===== src/rtl/apb_clk_cfg_bridge_if.sv =====
// apb_clk_cfg_bridge_if
//
// Bundles the two buses of the APB-to-clock-generator configuration bridge.
//   APB side       : psel_i, penable_i, pwrite_i, paddr_i[11:0], pwdata_i[31:0]
//                    prdata_o[31:0], pready_o, pslverr_o
//   Generator side : cfg_req_o, cfg_add_o[3:0], cfg_data_o[31:0], cfg_wrn_o
//                    cfg_ack_i, cfg_r_data_i[31:0]
// The _i/_o suffixes are taken from the bridge's point of view.
// The slave modport is the bridge.
// The master modport is whoever drives the APB bus and plays the generator.
interface apb_clk_cfg_bridge_if;
    logic        psel_i;
    logic        penable_i;
    logic        pwrite_i;
    logic [11:0] paddr_i;
    logic [31:0] pwdata_i;
    logic [31:0] prdata_o;
    logic        pready_o;
    logic        pslverr_o;
    logic        cfg_req_o;
    logic        cfg_ack_i;
    logic [3:0]  cfg_add_o;
    logic [31:0] cfg_data_o;
    logic        cfg_wrn_o;
    logic [31:0] cfg_r_data_i;

    modport slave (
        input  psel_i, penable_i, pwrite_i, paddr_i, pwdata_i,
        input  cfg_ack_i, cfg_r_data_i,
        output prdata_o, pready_o, pslverr_o,
        output cfg_req_o, cfg_add_o, cfg_data_o, cfg_wrn_o
    );

    modport master (
        output psel_i, penable_i, pwrite_i, paddr_i, pwdata_i,
        output cfg_ack_i, cfg_r_data_i,
        input  prdata_o, pready_o, pslverr_o,
        input  cfg_req_o, cfg_add_o, cfg_data_o, cfg_wrn_o
    );
endinterface


===== src/rtl/apb_clk_cfg_bridge.sv =====
// apb_clk_cfg_bridge
//
// APB slave that turns register accesses into the req/ack configuration
// handshake of the clock generator. The APB transfer is stalled with
// pready_o low until the generator acknowledges. A timeout gives up on a
// dead or unclocked generator and records the event in a sticky STATUS bit.
//
// Ports
//   clk_i   : clock, rising edge
//   rst_ni  : asynchronous active-low reset
//   bus     : apb_clk_cfg_bridge_if.slave (APB slave + cfg request side)
//
// Address map (word index w = paddr_i[11:2])
//   w 0..15 : forwarded to the generator, cfg_add_o = w
//   w 16    : STATUS
//             bit0 TIMEOUT, sticky, write-1-to-clear
//             bit1 BUSY, always reads 0
//   other   : decode error, returns ERR_RDATA with pslverr_o
module apb_clk_cfg_bridge #(
    parameter int unsigned TIMEOUT_CYCLES = 255,
    parameter logic [31:0] ERR_RDATA      = 32'hdeadda7a
) (
    input  logic               clk_i,
    input  logic               rst_ni,
    apb_clk_cfg_bridge_if.slave bus
);

    typedef enum logic [1:0] {
        ST_IDLE = 2'd0,
        ST_REQ  = 2'd1,
        ST_RESP = 2'd2
    } state_e;

    localparam int unsigned CNT_W    = (TIMEOUT_CYCLES > 0) ? $clog2(TIMEOUT_CYCLES + 1) : 1;
    localparam logic [CNT_W-1:0] CNT_LAST = CNT_W'(TIMEOUT_CYCLES - 1);
    localparam bit          TO_EN    = (TIMEOUT_CYCLES != 0);

    state_e            state_q, state_d;
    logic [CNT_W-1:0]  cnt_q, cnt_d;
    logic [31:0]       prdata_q, prdata_d;
    logic              pslverr_q, pslverr_d;
    logic              cfg_req_q, cfg_req_d;
    logic [3:0]        cfg_add_q, cfg_add_d;
    logic [31:0]       cfg_data_q, cfg_data_d;
    logic              cfg_wrn_q, cfg_wrn_d;
    logic              timeout_q, timeout_d;

    logic [9:0]        word_idx;
    logic              is_fwd;
    logic              is_status;
    logic              access;
    logic              unused_paddr_lsb;

    assign word_idx  = bus.paddr_i[11:2];
    assign is_fwd    = (word_idx[9:4] == 6'd0);
    assign is_status = (word_idx == 10'd16);
    assign access    = bus.psel_i & bus.penable_i;

    // Byte-lane bits carry no meaning for word registers.
    assign unused_paddr_lsb = ^bus.paddr_i[1:0];

    always_ff @(posedge clk_i or negedge rst_ni) begin
        if (!rst_ni) begin
            state_q    <= ST_IDLE;
            cnt_q      <= '0;
            prdata_q   <= '0;
            pslverr_q  <= 1'b0;
            cfg_req_q  <= 1'b0;
            cfg_add_q  <= '0;
            cfg_data_q <= '0;
            cfg_wrn_q  <= 1'b0;
            timeout_q  <= 1'b0;
        end else begin
            state_q    <= state_d;
            cnt_q      <= cnt_d;
            prdata_q   <= prdata_d;
            pslverr_q  <= pslverr_d;
            cfg_req_q  <= cfg_req_d;
            cfg_add_q  <= cfg_add_d;
            cfg_data_q <= cfg_data_d;
            cfg_wrn_q  <= cfg_wrn_d;
            timeout_q  <= timeout_d;
        end
    end

    always_comb begin
        state_d    = state_q;
        cnt_d      = cnt_q;
        prdata_d   = prdata_q;
        pslverr_d  = pslverr_q;
        cfg_req_d  = cfg_req_q;
        cfg_add_d  = cfg_add_q;
        cfg_data_d = cfg_data_q;
        cfg_wrn_d  = cfg_wrn_q;
        timeout_d  = timeout_q;

        case (state_q)
            ST_IDLE: begin
                if (access) begin
                    if (is_fwd) begin
                        cfg_add_d  = word_idx[3:0];
                        cfg_data_d = bus.pwdata_i;
                        cfg_wrn_d  = bus.pwrite_i;
                        cfg_req_d  = 1'b1;
                        cnt_d      = '0;
                        state_d    = ST_REQ;
                    end else if (is_status) begin
                        pslverr_d = 1'b0;
                        if (bus.pwrite_i) begin
                            prdata_d = '0;
                            // The clear is visible from the RESP cycle on.
                            // No timeout can race it, because local accesses
                            // never enter REQ.
                            if (bus.pwdata_i[0]) begin
                                timeout_d = 1'b0;
                            end
                        end else begin
                            prdata_d = {30'd0, 1'b0, timeout_q};
                        end
                        state_d = ST_RESP;
                    end else begin
                        pslverr_d = 1'b1;
                        prdata_d  = ERR_RDATA;
                        state_d   = ST_RESP;
                    end
                end
            end

            ST_REQ: begin
                cnt_d = cnt_q + CNT_W'(1);
                // Ack is checked first so an ack on the final cycle still succeeds.
                if (bus.cfg_ack_i) begin
                    cfg_req_d = 1'b0;
                    prdata_d  = cfg_wrn_q ? 32'd0 : bus.cfg_r_data_i;
                    pslverr_d = 1'b0;
                    state_d   = ST_RESP;
                end else if (TO_EN && (cnt_q == CNT_LAST)) begin
                    cfg_req_d = 1'b0;
                    prdata_d  = ERR_RDATA;
                    pslverr_d = 1'b1;
                    timeout_d = 1'b1;
                    state_d   = ST_RESP;
                end
            end

            ST_RESP: begin
                state_d = ST_IDLE;
            end

            default: begin
                state_d = ST_IDLE;
            end
        endcase
    end

    assign bus.pready_o   = (state_q == ST_RESP);
    assign bus.prdata_o   = prdata_q;
    assign bus.pslverr_o  = pslverr_q;
    assign bus.cfg_req_o  = cfg_req_q;
    assign bus.cfg_add_o  = cfg_add_q;
    assign bus.cfg_data_o = cfg_data_q;
    assign bus.cfg_wrn_o  = cfg_wrn_q;

endmodule


===== src/flat_wrapper.sv =====
// flat-port wrapper written by rule: the top's interface ports become plain ports
module apb_clk_cfg_bridge_flat 
#(
    parameter int unsigned TIMEOUT_CYCLES = 255,
    parameter logic [31:0] ERR_RDATA      = 32'hdeadda7a
)
  (clk_i, rst_ni, bus_psel_i, bus_penable_i, bus_pwrite_i, bus_paddr_i, bus_pwdata_i, bus_cfg_ack_i, bus_cfg_r_data_i, bus_prdata_o, bus_pready_o, bus_pslverr_o, bus_cfg_req_o, bus_cfg_add_o, bus_cfg_data_o, bus_cfg_wrn_o);
  apb_clk_cfg_bridge_if bus_i ();
  input  logic clk_i;
  input  logic rst_ni;
  input wire logic [$bits(bus_i.psel_i)-1:0] bus_psel_i;
  input wire logic [$bits(bus_i.penable_i)-1:0] bus_penable_i;
  input wire logic [$bits(bus_i.pwrite_i)-1:0] bus_pwrite_i;
  input wire logic [$bits(bus_i.paddr_i)-1:0] bus_paddr_i;
  input wire logic [$bits(bus_i.pwdata_i)-1:0] bus_pwdata_i;
  input wire logic [$bits(bus_i.cfg_ack_i)-1:0] bus_cfg_ack_i;
  input wire logic [$bits(bus_i.cfg_r_data_i)-1:0] bus_cfg_r_data_i;
  output wire logic [$bits(bus_i.prdata_o)-1:0] bus_prdata_o;
  output wire logic [$bits(bus_i.pready_o)-1:0] bus_pready_o;
  output wire logic [$bits(bus_i.pslverr_o)-1:0] bus_pslverr_o;
  output wire logic [$bits(bus_i.cfg_req_o)-1:0] bus_cfg_req_o;
  output wire logic [$bits(bus_i.cfg_add_o)-1:0] bus_cfg_add_o;
  output wire logic [$bits(bus_i.cfg_data_o)-1:0] bus_cfg_data_o;
  output wire logic [$bits(bus_i.cfg_wrn_o)-1:0] bus_cfg_wrn_o;
  assign bus_i.psel_i = bus_psel_i;
  assign bus_i.penable_i = bus_penable_i;
  assign bus_i.pwrite_i = bus_pwrite_i;
  assign bus_i.paddr_i = bus_paddr_i;
  assign bus_i.pwdata_i = bus_pwdata_i;
  assign bus_i.cfg_ack_i = bus_cfg_ack_i;
  assign bus_i.cfg_r_data_i = bus_cfg_r_data_i;
  assign bus_prdata_o = bus_i.prdata_o;
  assign bus_pready_o = bus_i.pready_o;
  assign bus_pslverr_o = bus_i.pslverr_o;
  assign bus_cfg_req_o = bus_i.cfg_req_o;
  assign bus_cfg_add_o = bus_i.cfg_add_o;
  assign bus_cfg_data_o = bus_i.cfg_data_o;
  assign bus_cfg_wrn_o = bus_i.cfg_wrn_o;
  apb_clk_cfg_bridge #(.TIMEOUT_CYCLES(TIMEOUT_CYCLES), .ERR_RDATA(ERR_RDATA)) u_core (.clk_i(clk_i), .rst_ni(rst_ni), .bus(bus_i));
endmodule

===== config.mk =====
export PLATFORM = sky130hd
export DESIGN_NAME = apb_clk_cfg_bridge_flat
export DESIGN_NICKNAME = d
export VERILOG_FILES = /design/src/rtl/apb_clk_cfg_bridge_if.sv /design/src/rtl/apb_clk_cfg_bridge.sv /design/src/flat_wrapper.sv
export SDC_FILE = /design/constraint.sdc
export NUM_CORES = 1
export LEC_CHECK = 0
export ABC_AREA = 1
export CORE_ASPECT_RATIO = 0.9
export CORE_MARGIN = 4
export CORE_UTILIZATION = 48
export DETAILED_ROUTE_END_ITERATION = 8
export PLACE_DENSITY = 0.91
export SETUP_SLACK_MARGIN = 0.1
export SLEW_MARGIN = 0
export SYNTH_ARGS = -nofsm -noshare
export SYNTH_HDL_FRONTEND = slang
export SYNTH_SLANG_ARGS = --single-unit

===== constraint.sdc =====
create_clock -name clk_i -period 4.3 [get_ports clk_i]
set_clock_uncertainty 0.2 [all_clocks]
set_input_delay 0.86 -clock clk_i [delete_from_list [all_inputs] [get_ports clk_i]]
set_output_delay 0.86 -clock clk_i [all_outputs]
set_load 0.02 [all_outputs]

* Word-level counts from Yosys, hierarchy flattened
Index checks and enable logic that the tools add are counted.
** Word-level totals
- Latch bits :: 0
- Input bits :: 82
- Logic and storage cells :: 67
- Memories kept :: 0
- Memory bits (writable) :: 0
- Output and inout bits :: 72
- Flip-flop bits (word level) :: 82
- Memory bits (read-only) :: 0
** Operators by class
- Reduce and logical (&&, ||, !) cells :: 9
- $lt $le $gt $ge :: 0
- Divide/modulo/power cells :: 0
- Muxes and demuxes :: 34
- Equality and inequality tests :: 13
- Add/sub/neg operators :: 1
- Shift-type cells :: 0
- Multipliers :: 0
- Bitwise operators :: 1
** Operators by type and width (count)
- 32-bit 2-to-1 mux :: 6
- 32-bit one-hot mux with 2 select lines :: 1
- 1-bit 2-to-1 mux :: 16
- 8-bit 2-to-1 mux :: 2
- 8-bit one-hot mux with 2 select lines :: 1
- 10-bit by 5-bit equality test with 1-bit output, second input constant :: 1
- 8-bit by 1-bit adder with 8-bit output, second input constant :: 1
- 8-bit equality test, second input constant :: 1
- 2-bit 2-to-1 mux :: 4
- 2-bit by 1-bit != test with 1-bit output, second input constant :: 4
- 2-bit != test, second input constant :: 4
- 4-bit AND reduction :: 2
- 8-bit AND reduction :: 1
- 6-bit zero test :: 1
- 1-bit one-hot mux with 2 select lines :: 3
- 3-bit AND reduction :: 2
- 2-bit one-hot mux with 2 select lines :: 1
- 3-bit by 2-bit != test with 1-bit output, second input constant :: 1
- 2-bit by 1-bit equality test with 1-bit output, second input constant :: 1
- 2-bit equality test, second input constant :: 1
- 2-bit zero test :: 1
- 2-bit AND reduction :: 1
- 2-bit nonzero test :: 1
- 1-bit AND :: 1

* Logic depth before layout (Yosys ltp)
- Depth in word-level cells :: 6
- Mapped depth :: 11
- Depth with buffers taken out :: 10

* Worst setup path before layout
Ideal clock, no wire load.
- Path kind :: input to register
- Start point :: in bus_paddr_i[11]
- End point :: reg u_core.prdata_q[0], in the netlist u_core.bus.prdata_o[0]
- Cell stages on the path :: 10
- Path buffers :: 1
- Setup time :: 116 ps
- Arrival :: 1684 ps
- Slack :: 2300 ps
- Required time :: 3984 ps
- Path through :: nor2_2 > and2_4 > nand2_2 > nand2_1 > nand2_4 > nand2_8 > inv_6 > buf_12 > nand2_1 > nand2_1
** On the way
- Word-level cells in the longest chain between the ends :: 5
- Elaborated cells between the ends (all ways) :: 8
- Classes of those cells :: 2 x eq/ne; 4 x mux; 2 x reduce/logical
** Ends and longest elaborated chain
- from (decl) :: line flat_wrapper.sv:14 : input wire logic [$bits(bus_i.paddr_i)-1:0] bus_paddr_i;
- 10-bit by 5-bit equality test with 1-bit output :: line apb_clk_cfg_bridge.sv:56 : assign is_status = (word_idx == 10'd16);
- 32-bit 2-to-1 mux :: line apb_clk_cfg_bridge.sv:107 : end else if (is_status) begin
- 32-bit 2-to-1 mux :: line apb_clk_cfg_bridge.sv:100 : if (is_fwd) begin
- 32-bit 2-to-1 mux :: line apb_clk_cfg_bridge.sv:99 : if (access) begin
- 32-bit one-hot mux with 2 select lines :: line apb_clk_cfg_bridge.sv:97 : case (state_q)
- to (signal assigned) :: line apb_clk_cfg_bridge.sv:76 : prdata_q <= prdata_d;
- to (decl) :: line apb_clk_cfg_bridge.sv:40 : logic [31:0] prdata_q, prdata_d;
Parallel ways exist; a longest one is shown, timed or not. The select of a mux whose other input is x is not followed.
A chain may end at the register's enable or synchronous reset.

* Final worst setup path
- Start point :: reg u_core.cfg_wrn_q, in the netlist u_core.bus.cfg_wrn_o
- End point :: out bus_cfg_wrn_o
** RTL lines
- from (decl) :: line apb_clk_cfg_bridge.sv:45 : logic cfg_wrn_q, cfg_wrn_d;
- from (signal assigned) :: line apb_clk_cfg_bridge.sv:81 : cfg_wrn_q <= cfg_wrn_d;
- to (decl) :: line flat_wrapper.sv:24 : output wire logic [$bits(bus_i.cfg_wrn_o)-1:0] bus_cfg_wrn_o;
No word-level cell between the ends.

==> flow_summary.yaml <==
timing:
  slew_headroom_pct: 32.9
  setup_tns_ns: 0
  clock.fmax_mhz: 341
  hold_viol_final: 0
  tightest_slew_ns: 1.01
  grt_setup_unrepaired: "no"
  fin_crit_sh_pct: 68.2
  finalCriticalPeriod_ns: 2.93
  drv_slew: 0
  setup_violations: 0
worst_setup_path:
  crit_start: "u_core.bus.cfg_wrn_o"
  max_stage_delay_ns: 0.78
  ff2ff_setup_slack_ns: 1.84
  cp.required_ns: 3.24
  reg2reg_to: "u_core.bus.prdata_o[18]"
  critical_path.top_delay_family: "flip-flops"
  arrival_ns: 1.87
  cp_max_fo: 24
  path_buf_inv: 1
  critical_path_class: "reg2out"
  worstSetupEndpointType: "output pin"
  cp-start-kind: "register"
  cp_slowest_cell: "dfrtp_1"
  crit_chain: "clkdlybuf4s50_1"
  reg2reg_from: "u_core.state_q[1]"
  reg2reg_depth: 6
worst_hold_path:
  holdPathEnd: "u_core.bus.prdata_o[2]"
  hold_path_class: "reg2reg"
  hold_depth: 2
  min-delay-start: "u_core.bus.prdata_o[2]"
drt:
  first_pass_iters: 5
  wl_met1_mm: 4.18
  wl_per_cell_um: 14.1
  met2_length_mm: 5.54
  dr_total_vias: 3596
  drc: 0
  drtIter0Drc: 169
  antenna_left: 0
  dr.max_layer_used: "met4"
  wl_met3_um: 534
  via_per_inst: 4.88
  wirelength_mm: 10.4
yosys:
  postSynthCellCount: 493
  ys_ff_latch: 82
  synth_warnings: 0
  synth_xor_area_share_pct: 0.657
  muxShareOfSynthArea_pct: 0
  synth_area_leaders: "dfrtp_1 51%, nand2_1 17%, inv_1 6.4%"
  seq_area_frac_synth_pct: 51.3
  synth_top_area_cell: "dfrtp_1"
  avgSynthCellArea_um2: 8.12
  yosys.area_share.simple_pct: 26.0
  synth_cell_type_count: 31
  netlist_area_mm2: 0.00400
  synth_top_family_by_area: "simple AND/OR/NAND/NOR gates"
  synth.net_count: 577
  synth_compound_area_share_pct: 9.82
  synth_top_area_share_pct: 51.3
  synthAdderAreaFrac_pct: 0.625
grt:
  grt_pass1_wl_mm: 17.1
  grt_antenna_before_repair: 0
  grt_max_degree: 83
  grt_use_total_pct: 21.7
  first_global_vias: 3481
  global_route.overflow_total: 0
floorplanning:
  row_count: 31
  pin_count: 154
  initial_core_util_pct: 49.6
  die_x_um: 104
  die_h_um: 94.6
  dieArea_mm2: 0.00986
  coreArea_mm2: 0.00807
layout:
  area_delta_synth_final_pct: 42.6
  layout_common_cells: "183 x nand2_1, 150 x clkdlybuf4s50_1, 82 x dfrtp_1"
  fin_util_pct: 70.7
  nets: 717
  layout-drive-gt1-share_pct: 10.2
  finalNonFillerCells: 737
  antenna_cells: 0
  final_common_cell: "nand2_1"
  n_fill_cell: 631
placement:
  place_congestion: 0.824
  placed_cells: 721
  hpwl_mm: 7.62
  io_buffers: 151
clock_network:
  clock_sinks: 82
  max-clock-path-buffers: 2
  cts_buffers: 9
  clk_pin_slew_worst_paths_ns: 0.09
  post_cts_resized: 0
  hold_buffers: 0
  clock_latency_ns: 0.35
  cts_setup_buffers: 0
  htreeDepth: 3
  tritoncts: "done"
  root_buffer: "clkbuf_8"
run_status:
  status: "complete, no violations"
run:
  max_cap_viol_count: 0
power:
  p_per_area_mw_per_mm2: 357
  p_leak_nw: 2.79
  peakVddDrop_uv: 234
## power breakdown
part	total, mW	internal (mW)	leakage (nW)	switching, mW
Combinational	0.484	0.236	1.63	0.248
Clock	0.641	0.337	0.113	0.304
Sequential	0.912	0.850	1.05	0.0616
## sequential cells by signal, indices dropped and copies added, names as in the netlist
signal and count:
u_core.bus.cfg_add_o 4, u_core.bus.cfg_data_o 32, u_core.bus.cfg_req_o 1, u_core.bus.cfg_wrn_o 1, u_core.bus.prdata_o 32, u_core.bus.pslverr_o 1
u_core.cnt_q 8, u_core.state_q 2, u_core.timeout_q 1
## layer usage
layer	GRT usage, %	vias up
li1	-	1767
met2	39.6	109
met5	0	-
met3	5.06	14
met4	7.42	0
met1	25.5	1706
## kinds of logic (layout without fill, tap and decap cells)
family	count (synthesis)	count (layout)
compound gates	70	70
xor+xnor	3	3
fa+ha+maj	2	2
buf+inv	97	242
flops	82	82
simple gates	239	239
## metrics by stage
step	total power [mW]	cell area (µm²)	worst slack, ns	hold WS (ns)
4_1_cts	2.05	5710	1.37	0.281
3_3_place_gp	1.39	5480	1.41	0.255
5_1_grt	2.14	5710	1.28	0.300
2_1_floorplan	1.16	4000	2.30	0.242
3_5_place_dp	1.41	5480	1.27	0.258
6_report	2.04	5710	1.37	0.275
## layout make-up
class	count	area [µm²]	area share [%]
inverters	73	279	4.89
flip-flops and latches	82	2050	36.0
clock inverters	7	105	1.84
well taps	99	124	2.17
multi-input cells	314	1490	26.0
repair buffers	153	1540	26.9
clock buffers	9	124	2.17
## synthesized netlist by cell type
cell type,instances
dfrtp_1,82
buf_4,4
nand2_8,1
ha_1,2
buf_12,1
o21ai_1,20
and3_4,1
nand3_1,11
o211ai_1,1
nor3_1,1
inv_1,68
nand4_1,1
nand2_2,21
nand2_4,2
nand3b_1,1
o22ai_1,2
nand2_1,183
nand3_2,1
and2_4,1
clkbuf_1,6
nor2_1,11
buf_2,6
o21ai_2,10
xor2_1,3
buf_6,6
nor2_4,2
o21ai_0,37
inv_2,4
buf_8,1
nor2_2,2
inv_6,1
## worst max-delay path by stage
| stage | endpoint | slack [ns] | cells after the start |
|---|---|---|---|
| 2_1_floorplan | u_core.bus.prdata_o[0] | 2.30 | 10 |
| 3_3_place_gp | u_core.bus.cfg_data_o[1] | 1.41 | 9 |
| 3_5_place_dp | u_core.bus.cfg_data_o[6] | 1.27 | 8 |
| 4_1_cts | bus_cfg_wrn_o | 1.37 | 1 |
| 5_1_grt | bus_cfg_wrn_o | 1.28 | 1 |
| 6_report | bus_cfg_wrn_o | 1.37 | 1 |
(Power assumes the default switching activity.)
